**src/rtl/sh4a_operand_stage.sv**
```systemverilog
// rtl/sh4a_operand_stage.sv - SH-4A operand-fetch stage with banked regfile and busy scoreboard
//
// Reads a 24-entry banked register file for decoded ALU ops, holds the result
// in a one-entry output register, and accepts ALU writebacks. A per-register
// busy bit blocks issue on RAW/WAW hazards.
//
// Optional feature macro: SH4A_OPERAND_BYPASS_EN
//   defined   - a same-cycle writeback is forwarded to the sources and masks
//               the matching busy bit, so a dependent op issues in the wb cycle
//   undefined - no forwarding; dependent ops wait for the cycle after wb
//
// Ports:
//   clk, reset          clock, synchronous active-high reset
//   in_valid/in_ready   decoded op handshake
//   in_op, in_rn, in_rm, in_imm, in_use_imm, in_wb_en   decoded op fields
//   sr_md, sr_rb        bank select inputs (bank1 when both set)
//   out_valid/out_ready ALU handshake
//   out_op, out_src1, out_src2, out_rd, out_wb_en       ALU operands
//   wb_en, wb_rd, wb_data                               ALU writeback
module sh4a_operand_stage (
  input  logic        clk,
  input  logic        reset,
  input  logic        in_valid,
  output logic        in_ready,
  input  logic [5:0]  in_op,
  input  logic [3:0]  in_rn,
  input  logic [3:0]  in_rm,
  input  logic [31:0] in_imm,
  input  logic        in_use_imm,
  input  logic        in_wb_en,
  input  logic        sr_md,
  input  logic        sr_rb,
  output logic        out_valid,
  input  logic        out_ready,
  output logic [5:0]  out_op,
  output logic [31:0] out_src1,
  output logic [31:0] out_src2,
  output logic [4:0]  out_rd,
  output logic        out_wb_en,
  input  logic        wb_en,
  input  logic [4:0]  wb_rd,
  input  logic [31:0] wb_data
);

  logic [31:0] regs [24];
  logic [23:0] busy;

  // Logical R0-R7 map to physical 16-23 when bank1 is active.
  function automatic logic [4:0] phys(input logic [3:0] r, input logic bank1);
    phys = (!r[3] && bank1) ? {2'b10, r[2:0]} : {1'b0, r};
  endfunction

  logic        bank1;
  logic [4:0]  rn_p;
  logic [4:0]  rm_p;
  logic        wb_valid;
  logic [23:0] wb_mask;
  logic [23:0] set_mask;
  logic [23:0] busy_eff;
  logic        rn_busy;
  logic        rm_busy;
  logic        hazard;
  logic        slot_free;
  logic        issue;
  logic [31:0] rn_val;
  logic [31:0] rm_val;

  assign bank1    = sr_md & sr_rb;
  assign rn_p     = phys(in_rn, bank1);
  assign rm_p     = phys(in_rm, bank1);
  // Out-of-range writeback indices are dropped entirely.
  assign wb_valid = wb_en && (wb_rd < 5'd24);
  assign wb_mask  = wb_valid ? (24'd1 << wb_rd) : 24'd0;

`ifdef SH4A_OPERAND_BYPASS_EN
  assign busy_eff = busy & ~wb_mask;
  assign rn_val   = (wb_valid && wb_rd == rn_p) ? wb_data : regs[rn_p];
  assign rm_val   = (wb_valid && wb_rd == rm_p) ? wb_data : regs[rm_p];
`else
  assign busy_eff = busy;
  assign rn_val   = regs[rn_p];
  assign rm_val   = regs[rm_p];
`endif

  assign rn_busy   = busy_eff[rn_p];
  assign rm_busy   = busy_eff[rm_p];
  // The destination is Rn, so the WAW term coincides with the src1 RAW term.
  assign hazard    = rn_busy | (!in_use_imm & rm_busy) | (in_wb_en & rn_busy);
  assign slot_free = !out_valid | out_ready;
  assign in_ready  = slot_free & !hazard;
  assign issue     = in_valid & in_ready;
  assign set_mask  = (issue && in_wb_en) ? (24'd1 << rn_p) : 24'd0;

  always_ff @(posedge clk) begin
    if (reset) begin
      out_valid <= 1'b0;
      out_op    <= '0;
      out_src1  <= '0;
      out_src2  <= '0;
      out_rd    <= '0;
      out_wb_en <= 1'b0;
      busy      <= '0;
      for (int i = 0; i < 24; i++) regs[i] <= '0;
    end else begin
      if (wb_valid) regs[wb_rd] <= wb_data;
      // Clear first, then set, so an issue to the same index keeps it busy.
      busy <= (busy & ~wb_mask) | set_mask;
      if (issue) begin
        out_valid <= 1'b1;
        out_op    <= in_op;
        out_src1  <= rn_val;
        out_src2  <= in_use_imm ? in_imm : rm_val;
        out_rd    <= rn_p;
        out_wb_en <= in_wb_en;
      end else if (out_ready) begin
        out_valid <= 1'b0;
      end
    end
  end

endmodule
```
**config.mk**
```make
export PLATFORM = sky130hd
export DESIGN_NAME = sh4a_operand_stage
export DESIGN_NICKNAME = d
export VERILOG_FILES = /design/src/rtl/sh4a_operand_stage.sv
export SDC_FILE = /design/constraint.sdc
export NUM_CORES = 2
export LEC_CHECK = 0
export CORE_MARGIN = 3
export CORE_UTILIZATION = 65
export DETAILED_ROUTE_END_ITERATION = 10
export PLACE_DENSITY = 0.84
export SLEW_MARGIN = 20
export SYNTH_ARGS = -nofsm -noshare
export SYNTH_HDL_FRONTEND = slang
export SYNTH_SLANG_ARGS = --single-unit
```
**constraint.sdc**
```tcl
create_clock -name clk -period 6.6 [get_ports clk]
set_clock_uncertainty 0.2 [all_clocks]
set_input_delay 1.32 -clock clk [delete_from_list [all_inputs] [get_ports clk]]
set_output_delay 1.32 -clock clk [all_outputs]
set_load 0.03 [all_outputs]
```
# Word-level counts from Yosys, hierarchy flattened
# Memory sizes are Yosys's and may differ from the RTL's. A register that Yosys moved wholly into a read port is not among the register bits.
# Index checks and enable logic that the tools add are counted.
# totals
ff_bits	69
ramBits	768
inputBits	92
output_inout_bits	78
wordCells	53
memories	1
# op_classes
n_lt_le_gt_ge	3
shifts	2
mux	19
bitwise_logic	11
reduce_logical	11
# memory_table
memory	depth	word_bits	rd	rd_clocked_by_memory_dff	wr	line_no	source
regs	24	32	2	1	24	45	logic [31:0] regs [24];
# ops
operator	count
32-bit two-way mux	2
24-bit two-way mux	2
1-bit by 5-bit << shifter with 24-bit output (first input constant)	2
32-bit OR reduction	1
24-bit bitwise AND	1
24-bit inverter	1
24-bit bitwise OR	1
5-bit two-way mux	3
5-bit by 6-bit < comparator with 1-bit output (second input constant)	2
1-bit binary-select mux with 5-bit select	2
1-bit two-way mux	10
1-bit bitwise AND	5
1-bit zero test	5
5-bit < comparator (second input constant)	1
1-bit logical AND	4
1-bit bitwise OR	3
2-bit nonzero test	1

# Longest topological paths before layout
# depth
word_depth	14
mapped_depth	11
mapped_depth_nobuf	6

# Least setup slack after synthesis
# Ideal clock, no wire load.
# synth_path
path_kind	input to output
startpoint	in in_rm[0]
endpoint	out in_ready
arrival_time_ns	3.210
required_time_ns	5.080
path_slack_ns	1.870
stages	5
n_path_buf	1
cell_sequence	buf_2 mux4_2 mux2i_1 o311ai_2 nor4b_2
# synth_between
elab_chain_len	8
# synth_lines
element	line_no	source
start: declaration	27	input logic [3:0] in_rm,
5-bit two-way mux	50	phys = (!r[3] && bank1) ? {2'b10, r[2:0]} : {1'b0, r};
1-bit binary-select mux with 5-bit select	86	assign rm_busy = busy_eff[rm_p];
1-bit two-way mux (not written as such)	86	
1-bit bitwise AND	88	assign hazard = rn_busy | (!in_use_imm & rm_busy) | (in_wb_en & rn_busy);
1-bit bitwise OR (2 in series)	88	
1-bit zero test	90	assign in_ready = slot_free & !hazard;
1-bit bitwise AND	90	
end: declaration	24	output logic in_ready,
# Every way passes these cells. The select of a mux whose other input is x is not followed.

# Worst setup path in the final report
# Ends and elaborated chain as after synthesis.

==> impl_results.md <==
* CORE AREA at 0.0689 sq mm
* Synth Net Count at 3,543
* Resize count post-CTS at 0
* Final hold vios at 0
* WS Path Type: input port to output pin
* Routed WL at 151 mm
* Yosys top cell area share at 50.7%
* H-tree Lvls at 3
* Die area at 0.0732 sq mm
* Mapped cell area at 0.0455 sq mm
* CP required at 5.08 ns
* I/O Buffers at 169
* Die Width at 271 microns
* Critical path's top delay family: buffers and inverters
* Syn avg cell area at 13.2 sq um
* Top_reg_cell synth: edfxtp_1
* GR Layer Usage met2 at 61.5%
* Status: finished clean
* CP endpoint kind: output pin
* Beginning of the worst hold path: out_src1[18]
* First-pass GRT wire length at 218 mm
* Final setup viols at 0
* Flops & latches, synth at 869
* GRT met3 Usage at 13.9%
* Layout Nets at 3,546
* Final min period at 5.80 ns
* Final Cycle Share at 87.9%
* Root buffer cell: clkbuf_16
* Buf/Inv on CP at 3
* Synth cell types at 45
* CP Launch Point: in_rm[0]
* Final Wtd Congestion at 0.881
* Post-CTS Setup Inserts at 0
* Setup TNS at 0 ns
* Max Cap Violations at 0
* Power density over the cells at 263 mW/mm^2
* Slew margin rel. at 0.664%
* Layout cells sized above 1 at 15.8%
* Arrival time of the worst setup path at 4.28 ns
* Post-DRT Antenna Nets at 0
* Post-synthesis instance total at 3,451
* TritonCTS clock tree: yes
* Final worst slack at 0.799 ns
* DRT iter0 DRCs at 6,385
* Worst Hold Class: flop to flop
* Worst-Margin Slew at 1.49 ns
* Clock net sink count at 869
* Critical-path cell list: clkdlybuf4s50_1 -> mux4_2 -> mux2i_1 -> o311ai_2 -> nor4b_2 -> buf_4 -> clkdlybuf4s50_1
* Tot GR Track Use at 40.8%
* Remaining Overflow, GRT at 0
* Synth area leader: edfxtp_1
* Fillers at 4,237
* Worst path slowest cell: clkdlybuf4s50_1
* Post-DR wirelength/cell at 33.7 microns
* Yosys Warn Count at 0
* Hold bufs inserted after CTS at 0
* RSZ-0062 raised after global routing: false
* DRC violations left at 0
* Largest net degree at the start of global routing at 163
* Clock Latency Late Sink at 0.65 ns
* Number of placed I/O pins at 170
* Synth async-reset ratio at 0%
* Fmax at 0.172 GHz
* Crit Path Max Fanout at 8
* Rows at 96
* Initial cell density of the core at 66.0%
* Fin. max-slew vios at 0
* Top cells by area, synth: edfxtp_1 (51%), mux4_2 (13%), and2_1 (11%), mux2i_1 (6.7%), dfxtp_1 (4.4%)
* Max clock buf depth at 3
* Register area share after synthesis at 55.2%
* Leakage power at 18.1 nW
* Height of the die at 271 microns
* Most frequent cell after synthesis: and2_1
* Top post-synthesis cells by count: and2_1 (773), edfxtp_1 (768), mux2i_1 (306)
* Worst vdd ir at 230 uV
* Worst slack, placed at 0.856 ns
* CP most frequent cell: clkdlybuf4s50_1
* Post-DR vias/cell at 7.42
* Worst Setup Start Kind: input port
* Hpwl dp at 83.8 mm
* Initial antenna violation count at 9
* Crit path largest cell delay at 0.83 ns
* Post-synth EDFFs at 768
* CTS Buf Count at 91
* Vias in the first global route at 33.5k
* Grt met1 use at 51.6%
* First-pass detailed-route iteration total at 7
* Syn-to-layout area delta at 11.8%
* Clock transition at path regs at 0.06 ns
* R2R Path Start: busy[15]
* Most Crowded Layer GR: met2
* DR vias at 33.2k
==> worst min-delay path, cell delays in order (launching register included) <==
cell and delay (ns):
dfxtp_1 0.31, nand2b_1 0.06, a21oi_1 0.05
==> routing by layer <==
layer,vias up,wire [microns]
met3,835,25200
met1,15959,47200
met4,6,11100
met2,3513,67100
met5,-,44
li1,12890,-
==> registers in the layout, summed over array words and instances, names as in the netlist <==
register	cells
regs	768
out_src2	32
out_op	6
out_wb_en	1
out_rd	5
out_valid	1
busy	24
out_src1	32
==> report_power, final <==
part,switching (W),internal [W]
Combinational,0.000991,0.000654
Clock,0.00217,0.00305
Sequential,0.000192,0.00630
Total,0.00336,0.0100
==> worst paths after layout <==
kind                            cells past startpoint            to  slack [ns]
worst min-delay path                                2  out_src1[18]        0.27
worst max register to register                      7  out_src1[10]        3.33
worst max-delay path                                7      in_ready        0.80
worst min register to register                      2  out_src1[18]        0.27
==> cells by family (layout without fill, tap and decap cells) <==
group | after synthesis | in the layout | synth area share, %
simple gates | 1232 | 1232 | 15.5
flops | 869 | 869 | 55.2
mux | 572 | 572 | 19.9
compound gates | 411 | 411 | 6.24
buf+inv | 367 | 445 | 3.24
other cells | 0 | 13 | 0
==> cell type report <==
type / count / area [sq um] / share of cell area, %
flip-flops and latches: 869 / 25100 / 49.3
multi-input cells: 2215 / 19100 / 37.6
clock buffers: 129 / 2640 / 5.19
repair buffers: 252 / 2360 / 4.64
well taps: 931 / 1160 / 2.29
clock inverters: 39 / 378 / 0.743
inverters: 25 / 93.8 / 0.185
diodes: 13 / 32.5 / 0.0640
==> metrics by stage <==
stage	total power, W	hold slack, ns	std cells	cell area, sq um	utilization (%)
final	0.0134	0.271	4473	50900	73.8
after CTS	0.0133	0.273	4460	50800	73.7
after detailed placement	0.00816	0.259	4292	47800	69.3
after global placement	0.00809	0.258	4292	47800	69.3
after global routing	0.0136	0.286	4461	50800	73.7
after floorplan	0.00754	0.259	3451	45500	-
==> placed cells by master (no fill, tap or decap), types with 7 or more instances in the layout <==
master,instances
clkdlybuf4s50_1,162
nand2_1,178
mux2i_1,306
o21ai_0,32
clkbuf_8,13
nor3_1,32
inv_1,25
a21oi_1,98
nor2b_1,36
a21o_2,22
buf_4,82
mux4_2,264
nand2b_1,68
nor2_4,9
diode_2,13
a41o_1,32
nor2_2,19
dfxtp_1,101
clkbuf_1,20
and2_1,771
bufinv_16,7
o211ai_1,32
nand3_1,68
a22oi_1,161
nor2_1,23
clkinv_1,10
o22ai_1,24
edfxtp_1,768
clkbuf_16,95
clkinv_2,16
(Power assumes the default switching activity.)
